--- src/rtl/sort_pkg.sv ---
// Shared types and helpers for the sorter result path.
// Combinational helpers only; no latency or flow control here.
// The element count is fixed at 8; the element width is a per-module parameter up to MAX_BW.
package sort_pkg;

    localparam int NUM_ELEMS  = 8;
    localparam int IDX_W      = 3;
    localparam int MAX_BW     = 64;
    localparam int MAX_WORD_W = NUM_ELEMS * MAX_BW;

    typedef enum logic {IDLE, STREAM} unpack_state_t;

    // Extracts slice i of width bw; callers zero-extend the packed word to MAX_WORD_W.
    function automatic logic [MAX_BW-1:0] elem(input logic [MAX_WORD_W-1:0] word,
                                               input int unsigned i,
                                               input int unsigned bw);
        logic [MAX_WORD_W-1:0] sh;
        logic [MAX_BW-1:0]     mask;
        sh   = word >> (i * bw);
        mask = (MAX_BW'(1) << bw) - 1'b1;
        return sh[MAX_BW-1:0] & mask;
    endfunction

endpackage

--- src/rtl/sort_order_check.sv ---
// Flags any adjacent pair where a later element exceeds an earlier one.
// Purely combinational, zero latency.
// No flow control; the caller decides when to sample err.
module sort_order_check
    import sort_pkg::*;
#(
    parameter int BITWIDTH = 8
) (
    input  logic [NUM_ELEMS*BITWIDTH-1:0] word,
    output logic                          err
);

    always_comb begin
        err = 1'b0;
        for (int i = 0; i < NUM_ELEMS - 1; i++) begin
            if (elem(MAX_WORD_W'(word), i, BITWIDTH) < elem(MAX_WORD_W'(word), i + 1, BITWIDTH))
                err = 1'b1;
        end
    end

endmodule

--- src/rtl/sorted_word_unpacker.sv ---
// Captures a sorter result on its valid rising edge and streams the 8 elements out, e0 first.
// Latency: first element valid one cycle after the rise is sampled; 8 elements in 8 cycles at full rate.
// Backpressure: holds data while out_ready is low; results arriving mid-stream are dropped (overrun). SORT_ORDER_CHECK_EN adds order_err.
module sorted_word_unpacker
    import sort_pkg::*;
#(
    parameter int BITWIDTH = 8
) (
    input  logic                          clk,
    input  logic                          reset,
    input  logic [NUM_ELEMS*BITWIDTH:0]   in_word,
    output logic [BITWIDTH-1:0]           out_data,
    output logic                          out_valid,
    input  logic                          out_ready,
    output logic                          out_last,
    output logic [IDX_W-1:0]              out_idx,
    output logic                          busy,
    output logic                          overrun,
    output logic                          order_err
);

    localparam int               WORD_W   = NUM_ELEMS * BITWIDTH;
    localparam logic [IDX_W-1:0] LAST_IDX = IDX_W'(NUM_ELEMS - 1);

    unpack_state_t     state_q, state_nxt;
    logic              vld_q;
    logic [WORD_W-1:0] buf_q;
    logic [IDX_W-1:0]  idx_q;
    logic              overrun_q;
    logic              in_vld, rise, hs, at_last, capture;

    assign in_vld  = in_word[WORD_W];
    assign rise    = in_vld & ~vld_q;
    assign hs      = out_valid & out_ready;
    assign at_last = (idx_q == LAST_IDX);
    // A rise coinciding with the final handshake chains straight into the next stream.
    assign capture = rise & ((state_q == IDLE) | (hs & at_last));

    always_ff @(posedge clk) begin
        if (reset) state_q <= IDLE;
        else       state_q <= state_nxt;
    end

    always_comb begin
        state_nxt = state_q;
        case (state_q)
            IDLE:    if (capture) state_nxt = STREAM;
            STREAM:  if (hs && at_last && !capture) state_nxt = IDLE;
            default: state_nxt = IDLE;
        endcase
    end

    always_comb begin
        out_valid = (state_q == STREAM);
        busy      = out_valid;
        out_last  = out_valid & at_last;
        out_idx   = idx_q;
        overrun   = overrun_q;
        out_data  = out_valid ? BITWIDTH'(elem(MAX_WORD_W'(buf_q), 32'(idx_q), BITWIDTH)) : '0;
    end

    always_ff @(posedge clk) begin
        if (reset) begin
            vld_q     <= 1'b0;
            buf_q     <= '0;
            idx_q     <= '0;
            overrun_q <= 1'b0;
        end else begin
            vld_q <= in_vld;
            if (capture) begin
                buf_q <= in_word[WORD_W-1:0];
                idx_q <= '0;
            end else if (hs) begin
                idx_q <= at_last ? '0 : idx_q + 1'b1;
            end
            if (rise && (state_q == STREAM) && !capture)
                overrun_q <= 1'b1;
        end
    end

`ifdef SORT_ORDER_CHECK_EN
    logic chk_err;
    logic order_err_q;

    sort_order_check #(.BITWIDTH(BITWIDTH)) u_order_check (
        .word (in_word[WORD_W-1:0]),
        .err  (chk_err)
    );

    always_ff @(posedge clk) begin
        if (reset)        order_err_q <= 1'b0;
        else if (capture) order_err_q <= chk_err;
    end

    assign order_err = order_err_q;
`else
    assign order_err = 1'b0;
`endif

endmodule
--- config.mk ---
export PLATFORM = sky130hd
export DESIGN_NAME = sorted_word_unpacker
export DESIGN_NICKNAME = d
export VERILOG_FILES = /design/src/rtl/sort_pkg.sv /design/src/rtl/sort_order_check.sv /design/src/rtl/sorted_word_unpacker.sv
export SDC_FILE = /design/constraint.sdc
export NUM_CORES = 1
export LEC_CHECK = 0
export CAP_MARGIN = 15
export CORE_MARGIN = 5
export CORE_UTILIZATION = 49
export DETAILED_ROUTE_END_ITERATION = 8
export GPL_ROUTABILITY_DRIVEN = 0
export PLACE_DENSITY = 0.8
export REMOVE_ABC_BUFFERS = 1
export SYNTH_ARGS = -nofsm -noshare
export SYNTH_HDL_FRONTEND = slang
export SYNTH_SLANG_ARGS = --single-unit
--- constraint.sdc ---
create_clock -name clk -period 1.85 [get_ports clk]
set_input_delay 0.37 -clock clk [delete_from_list [all_inputs] [get_ports clk]]
set_output_delay 0.37 -clock clk [all_outputs]
set_load 0.005 [all_outputs]
==> results of run 1 <==
-- final cells by class --
type                       instances  area, um^2
multi-input combinational        256        1650
timing repair buffer             105        1090
sequential                        70        1410
tap                               77        96.3
clock buffer                      12         145
fill                             524        1990
clock inverter                     2        10.0
-- stage by stage --
step | util | hold slack (ns) | total power [uW]
5_1_grt | 0.689 | 0.502 | 3340
3_5_place_dp | 0.657 | 0.465 | 2200
2_1_floorplan | - | 0.439 | 1880
4_1_cts | 0.689 | 0.476 | 3220
3_3_place_gp | 0.657 | 0.459 | 2190
6_report | 0.689 | 0.475 | 3200
-- final timing paths --
kind / endpoint / slack [ns]
min reg2reg: buf_q[11] / 0.48
min: buf_q[11] / 0.48
max reg2reg: buf_q[8] / 0.13
max: out_data[3] / -0.28
-- registers in the layout (all words and copies together) (netlist names) --
| register | flops |
|---|---|
| busy | 1 |
| overrun | 1 |
| out_idx | 3 |
| buf_q | 64 |
| vld_q | 1 |
-- cells by family (layout without fill, tap and decap cells) --
family	Yosys count	count (layout)	share of synthesized area
other cells	1	1	0.00116
mux	26	26	0.111
fa+ha+maj	2	2	0.00772
flops	70	70	0.433
buf+inv	46	119	0.0711
compound gates	149	149	0.252
simple gates	78	78	0.124
-- critical path, delay by kind of cell, from the launching register on --
family	cells	cell delay [ns]
AO/OA/AOI/OAI	1	0.23
buffers and inverters	3	0.34
flip-flops	1	0.36
multiplexers	1	0.49
-- power breakdown --
| group | switching (uW) | internal [uW] |
|---|---|---|
| clock network | 513 | 505 |
| registers | 44.6 | 1590 |
| logic | 253 | 298 |
-- cell usage in the layout (no fill, tap or decap), types with 10 or more instances in the layout --
cell                              synthesis  final
sky130_fd_sc_hd__dfxtp_1                 70     67
sky130_fd_sc_hd__clkbuf_8                 0     10
sky130_fd_sc_hd__clkdlybuf4s50_1          0     72
sky130_fd_sc_hd__buf_12                   0     10
sky130_fd_sc_hd__a21oi_1                 67     67
sky130_fd_sc_hd__buf_2                   16     10
sky130_fd_sc_hd__nand3_1                 64     64
sky130_fd_sc_hd__mux2i_1                 18     18
sky130_fd_sc_hd__o21ai_0                 60     60
-- layer usage --
metal / up-vias / part of all wire / GRT usage
met3: 15 / 0.065 / 0.0421
met2: 100 / 0.48 / 0.335
met5: - / 0 / 0
met1: 1438 / 0.44 / 0.279
met4: 0 / 0.019 / 0.0758
li1: 1500 / - / -
-- repair_timing --
item | 4_1_cts | 5_1_grt
gates resized for setup | 47 | 3
setup endpoints to repair | 20 | 11
pin swaps | 7 | 7
buffers inserted | 4 | 0
hold buffers | 0 | 0
==> impl_summary.log, run 1 <==
[metrics] per-cell via count in the routed design: between 5 and 6
[metrics] min-delay src: buf_q[11]
[metrics] die area: 0.00834 mm^2
[metrics] Max-Slew Margin vs Limit: 0.664
[metrics] count of placed standard cells in the final layout, fillers left out: 522
[metrics] VDD IR-drop max: 0.422 mV
[metrics] maximum number of pins on one net before global-route repair: 67
[metrics] per-instance average area after synthesis: just under 9 um^2
[metrics] sequence of cells on the critical path: buf_6 -> buf_12 -> mux4_2 -> o211a_1 -> buf_2
[metrics] number of warnings reported in the yosys synthesis log: 0
[metrics] global-route wire length before repair: ~14 mm
[metrics] remaining global-route overflow: 0
[metrics] ys async rst share: 0
[metrics] clock tree from TritonCTS: built
[metrics] required time of the critical path: around 1.5 ns
[metrics] clock tree root driver cell: sky130_fd_sc_hd__clkbuf_8
[metrics] Antenna diodes: 0
[metrics] Hold Violations, Final: 0
[metrics] Max Root-Sink Buffers: 2
[metrics] min Tclk post-route: about 2.1 ns
[metrics] chip height: around 91 um
[metrics] total of buffers placed on input and output ports: between 80 and 90
[metrics] remaining antenna violation count: 0
[metrics] Post-synth top flop: sky130_fd_sc_hd__dfxtp_1
[metrics] master of the slowest instance on the critical path: sky130_fd_sc_hd__mux4_2
[metrics] Final Worst Setup Slack: -0.281 ns
[metrics] Inst Count DP: 504
[metrics] latest clock arrival within the worst-skew pair: 0.34 ns
[metrics] endpoint class of the critical path: output pin
[metrics] Setup WS pre-CTS: -0.227 ns
[metrics] post-route clock skew: between 0.008 and 0.009 ns
[metrics] maximum fanout along the worst path: 4
[metrics] Cells after Synth: ~370
[metrics] commonest cells in the synthesized netlist: sky130_fd_sc_hd__dfxtp_1 (70), sky130_fd_sc_hd__a21oi_1 (67), sky130_fd_sc_hd__nand3_1 (64)
[metrics] combined area of all synthesized cells: approximately 0.0032 mm^2
[metrics] H-tree levels: 3
[metrics] first-pass iteration count of the detailed router: 4
[metrics] pwr/cell area: ~730 mW/mm^2
[metrics] Crit Path Class: reg -> out
[metrics] Max Clk Rate: between 0.4 and 0.5 GHz
[metrics] most repeated cell in the gate-level netlist after synthesis: sky130_fd_sc_hd__dfxtp_1
[metrics] synth top area cells: sky130_fd_sc_hd__dfxtp_1 (43%), sky130_fd_sc_hd__a21oi_1 (10%), sky130_fd_sc_hd__nand3_1 (9.9%), sky130_fd_sc_hd__o21ai_0 (9.3%), sky130_fd_sc_hd__mux2i_1 (5.6%)
[metrics] via count of the first global-routing pass: about 2,900
[metrics] WL per Instance: ~17 um
[metrics] number of nets in the final layout: around 500
[metrics] number of library cell types mapped by synthesis: 28
[metrics] measured slew at the worst slew-check pin: 0.505 ns
[metrics] setup repair after global routing missed its margin: yes
[metrics] clock buffer count from CTS: 9
[metrics] static power due to leakage: between 0.0015 and 0.002 uW
[metrics] CP max stage delay: slightly below 0.5 ns
[metrics] post-synthesis cell type with the largest combined area: sky130_fd_sc_hd__dfxtp_1
[metrics] worst endpoint data arrival time: around 1.8 ns
[metrics] placed wire-length estimate after detailed placement: about 6 mm
[metrics] placeable core region: between 0.006 and 0.007 mm^2
[metrics] number of clock sinks: 70
[metrics] total length of routed wires: approximately 8.6 mm
[metrics] worst r2r path cells: 8
[metrics] Clk pin slew, worst setup/hold paths: 0.07 ns
[metrics] setup TNS after final layout: -1.83 ns
[metrics] number of flops mapped to enable cells by yosys: 0
[metrics] layout overhead on the synthesized area: 35.8%
[metrics] count of pins on the block boundary: between 80 and 90
[metrics] starting utilization of the core area: 0.507
[metrics] GR Util All Layers: 0.209
[metrics] number of design rule violations left after detail routing: 0
[metrics] share of the synthesized area in the top cell type: 0.433
[metrics] reg-to-reg critical path startpoint: out_idx[0]
[metrics] sequential share of the synthesized area: 0.433
[metrics] # rows: 29
[metrics] post-route cell area: approximately 0.0044 mm^2
[metrics] share of post-route cells with drive strength above 1: 0.146
[metrics] total setup violations reported at the end of the flow: 8
[metrics] max-slew violation count: 0
[metrics] violated checks: setup timing
[metrics] cell area after placement: about 0.0042 mm^2
[metrics] type of element launching the critical path: flop
[metrics] outcome: complete, but fails checks
[metrics] Tcrit/Tclk final: 1.15
[metrics] HP Class: reg -> reg
[metrics] Worst setup startpoint: out_idx[0]
[metrics] cell count of the worst hold path: 2
[metrics] max-cap violations: 0
[metrics] number of antenna violations at the first check in global routing: 0
[metrics] post-synthesis sequential element count: 70
[metrics] DIE WIDTH: 91.3 um
[metrics] detailed router's first-iteration violation count: around 160
[metrics] detailed-route via count: 3,053
(Power assumes the default switching activity.)
==> inputs of run 2 (changes only) <==
- CORE_MARGIN: 5 -> 3
==> impl_summary.log, run 2 (same netlist as run 1, synthesis figures left out) <==
[metrics] per-cell via count in the routed design: 6.87
[metrics] number of antenna violations at the first check in global routing: 0
[metrics] worst endpoint data arrival time: ~1.8 ns
[metrics] share of post-route cells with drive strength above 1: 0.437
[metrics] type of element launching the critical path: flop
[metrics] via count of the first global-routing pass: about 2,900
[metrics] fraction of power consumed by the clock network: 0.311
[metrics] Max Root-Sink Buffers: 2
[metrics] maximum fanout along the worst path: 7
[metrics] most frequent cells in the layout: sky130_fd_sc_hd__clkdlybuf4s50_1 (71), sky130_fd_sc_hd__dfxtp_1 (66), sky130_fd_sc_hd__o21ai_2 (52)
[metrics] measured slew at the worst slew-check pin: slightly above 0.6 ns
[metrics] WL per Instance: 25.8 um
[metrics] latest clock arrival within the worst-skew pair: about 0.37 ns
[metrics] remaining antenna violation count: 0
[metrics] Clk pin slew, worst setup/hold paths: around 0.080 ns
[metrics] first-pass iteration count of the detailed router: 5
[metrics] Hold Violations, Final: 0
[metrics] clock tree from TritonCTS: built
[metrics] violated checks: setup timing
[metrics] Max-Slew Margin vs Limit: 0.588
[metrics] R2R Path End: buf_q[11]
[metrics] register share of total power: 0.444
[metrics] worst setup slack for register-to-register paths: -0.27 ns
[metrics] post-route clock skew: 0.0133 ns
[metrics] cell count of the worst hold path: 2
[metrics] DIE WIDTH: between 80 and 90 um
[metrics] worst hold slack: 0.470 ns
[metrics] internal power contribution: ~2600 uW
[metrics] die area: 0.00762 mm^2
[metrics] # rows: 28
[metrics] VDD IR-drop max: 0.768 mV
[metrics] net switching power figure: ~1200 uW
[metrics] H-tree levels: 3
[metrics] number of design rule violations left after detail routing: 0
[metrics] post-route cell area: 0.00546 mm^2
[metrics] placeable core region: about 0.006 mm^2
[metrics] number of nets in the final layout: ~530
[metrics] detailed router's first-iteration violation count: approximately 420
[metrics] required time of the critical path: ~1.5 ns
[metrics] Final Worst Setup Slack: -0.346 ns
[metrics] pwr/cell area: about 700 mW/mm^2
[metrics] clock tree root driver cell: sky130_fd_sc_hd__clkbuf_8
[metrics] largest register by flop count: buf_q
[metrics] fill count: 268
[metrics] reg-to-reg critical path startpoint: out_idx[0]
[metrics] hold-fix buffer count after cts: 0
[metrics] Crit Path Class: reg -> out
[metrics] total of buffers placed on input and output ports: roughly 80
[metrics] max-slew violation count: 0
[metrics] clock buffer count from CTS: 9
[metrics] number of clock sinks: 70
[metrics] layout overhead on the synthesized area: 68.6%
[metrics] global-route wire length before repair: 13.9 mm
[metrics] chip height: around 87 um
[metrics] Antenna diodes: 0
[metrics] detailed-route via count: about 3,700
[metrics] endpoint class of the critical path: output pin
[metrics] max reg flops: 64
[metrics] setup repair after global routing missed its margin: yes
[metrics] total length of routed wires: around 14 mm
[metrics] worst r2r path cells: 10
[metrics] total setup violations reported at the end of the flow: between 70 and 80
[metrics] outcome: complete, but fails checks
[metrics] static power due to leakage: ~0.0019 uW
[metrics] destination of the worst hold path: buf_q[34]
[metrics] Max Clk Rate: ~0.46 GHz
[metrics] maximum number of pins on one net before global-route repair: 67
[metrics] starting utilization of the core area: 0.525
[metrics] switching power share of the total: 0.308
[metrics] count of pins on the block boundary: 84
[metrics] cell area after placement: between 0.004 and 0.005 mm^2
[metrics] Tcrit/Tclk final: 1.19
[metrics] placed wire-length estimate after detailed placement: approximately 5.6 mm
[metrics] HP Class: reg -> reg
[metrics] GR Util All Layers: 0.232
[metrics] max-cap violations: 0
[metrics] remaining global-route overflow: 0
[metrics] min Tclk post-route: ~2.2 ns
[metrics] commonest non-fill, non-tap cell in the layout: sky130_fd_sc_hd__clkdlybuf4s50_1
[metrics] min-delay src: buf_q[34]
[metrics] Comb pwr share: 0.245
==> run 2: how the worst max path moves through the flow <==
stage | from | to | cells after the start
after floorplan | in_word[64] | buf_q[0] | 3
after global placement | out_idx[0] | out_data[4] | 4
after detailed placement | out_idx[0] | out_data[5] | 4
after CTS | out_idx[0] | out_data[5] | 4
after global routing | out_idx[0] | out_data[4] | 4
final | out_idx[0] | out_data[4] | 4
==> run 2: timing repair <==
action,CTS,global route
pin swaps,28,125
setup endpoints to repair,11,80
resized for setup,56,195
gates cloned,1,19
setup buffers,3,6
==> run 2: layer usage <==
layer,global-route usage,vias up,wire length (um)
met4,0.0823,0,796
met2,0.364,300,6720
met5,0,-,0
met3,0.0634,83,1480
met1,0.305,1778,4990
li1,-,1565,-
==> run 2: final cells by class <==
type	count	area, um^2	area share
Clock buffer	11	151	0.0277
Sequential cell	70	1410	0.258
Clock inverter	4	22.5	0.00412
Timing Repair Buffer	125	1530	0.279
Multi-Input combinational cell	257	2260	0.414
Tap cell	75	93.8	0.0172
==> run 2: power groups by stage <==
stage / sequential [uW] / clock [uW] / combinational, uW
after floorplan: 1660 / 0 / 217
after global placement: 1670 / 0 / 528
after detailed placement: 1670 / 0 / 538
after CTS: 1640 / 1110 / 548
after global routing: 1670 / 1230 / 958
final: 1670 / 1170 / 922
==> run 2: per-stage QoR <==
step / setup TNS (ns) / total power [uW] / instances / worst slack [ns] / util
after floorplan: -72.38 / 1880 / 326 / -1.04 / -
after global placement: -1.40 / 2190 / 500 / -0.180 / 0.681
after detailed placement: -1.58 / 2210 / 500 / -0.216 / 0.681
after CTS: -4.70 / 3300 / 519 / -0.283 / 0.718
after global routing: -15.64 / 3860 / 542 / -0.361 / 0.886
final: -13.52 / 3760 / 542 / -0.346 / 0.886
==> run 2: worst max-delay path, stage by stage (launching register included) <==
cell and delay [ns]:
sky130_fd_sc_hd__dfxtp_4 0.41, sky130_fd_sc_hd__buf_12 0.14, sky130_fd_sc_hd__mux4_2 0.53, sky130_fd_sc_hd__o211a_1 0.24, sky130_fd_sc_hd__buf_2 0.13
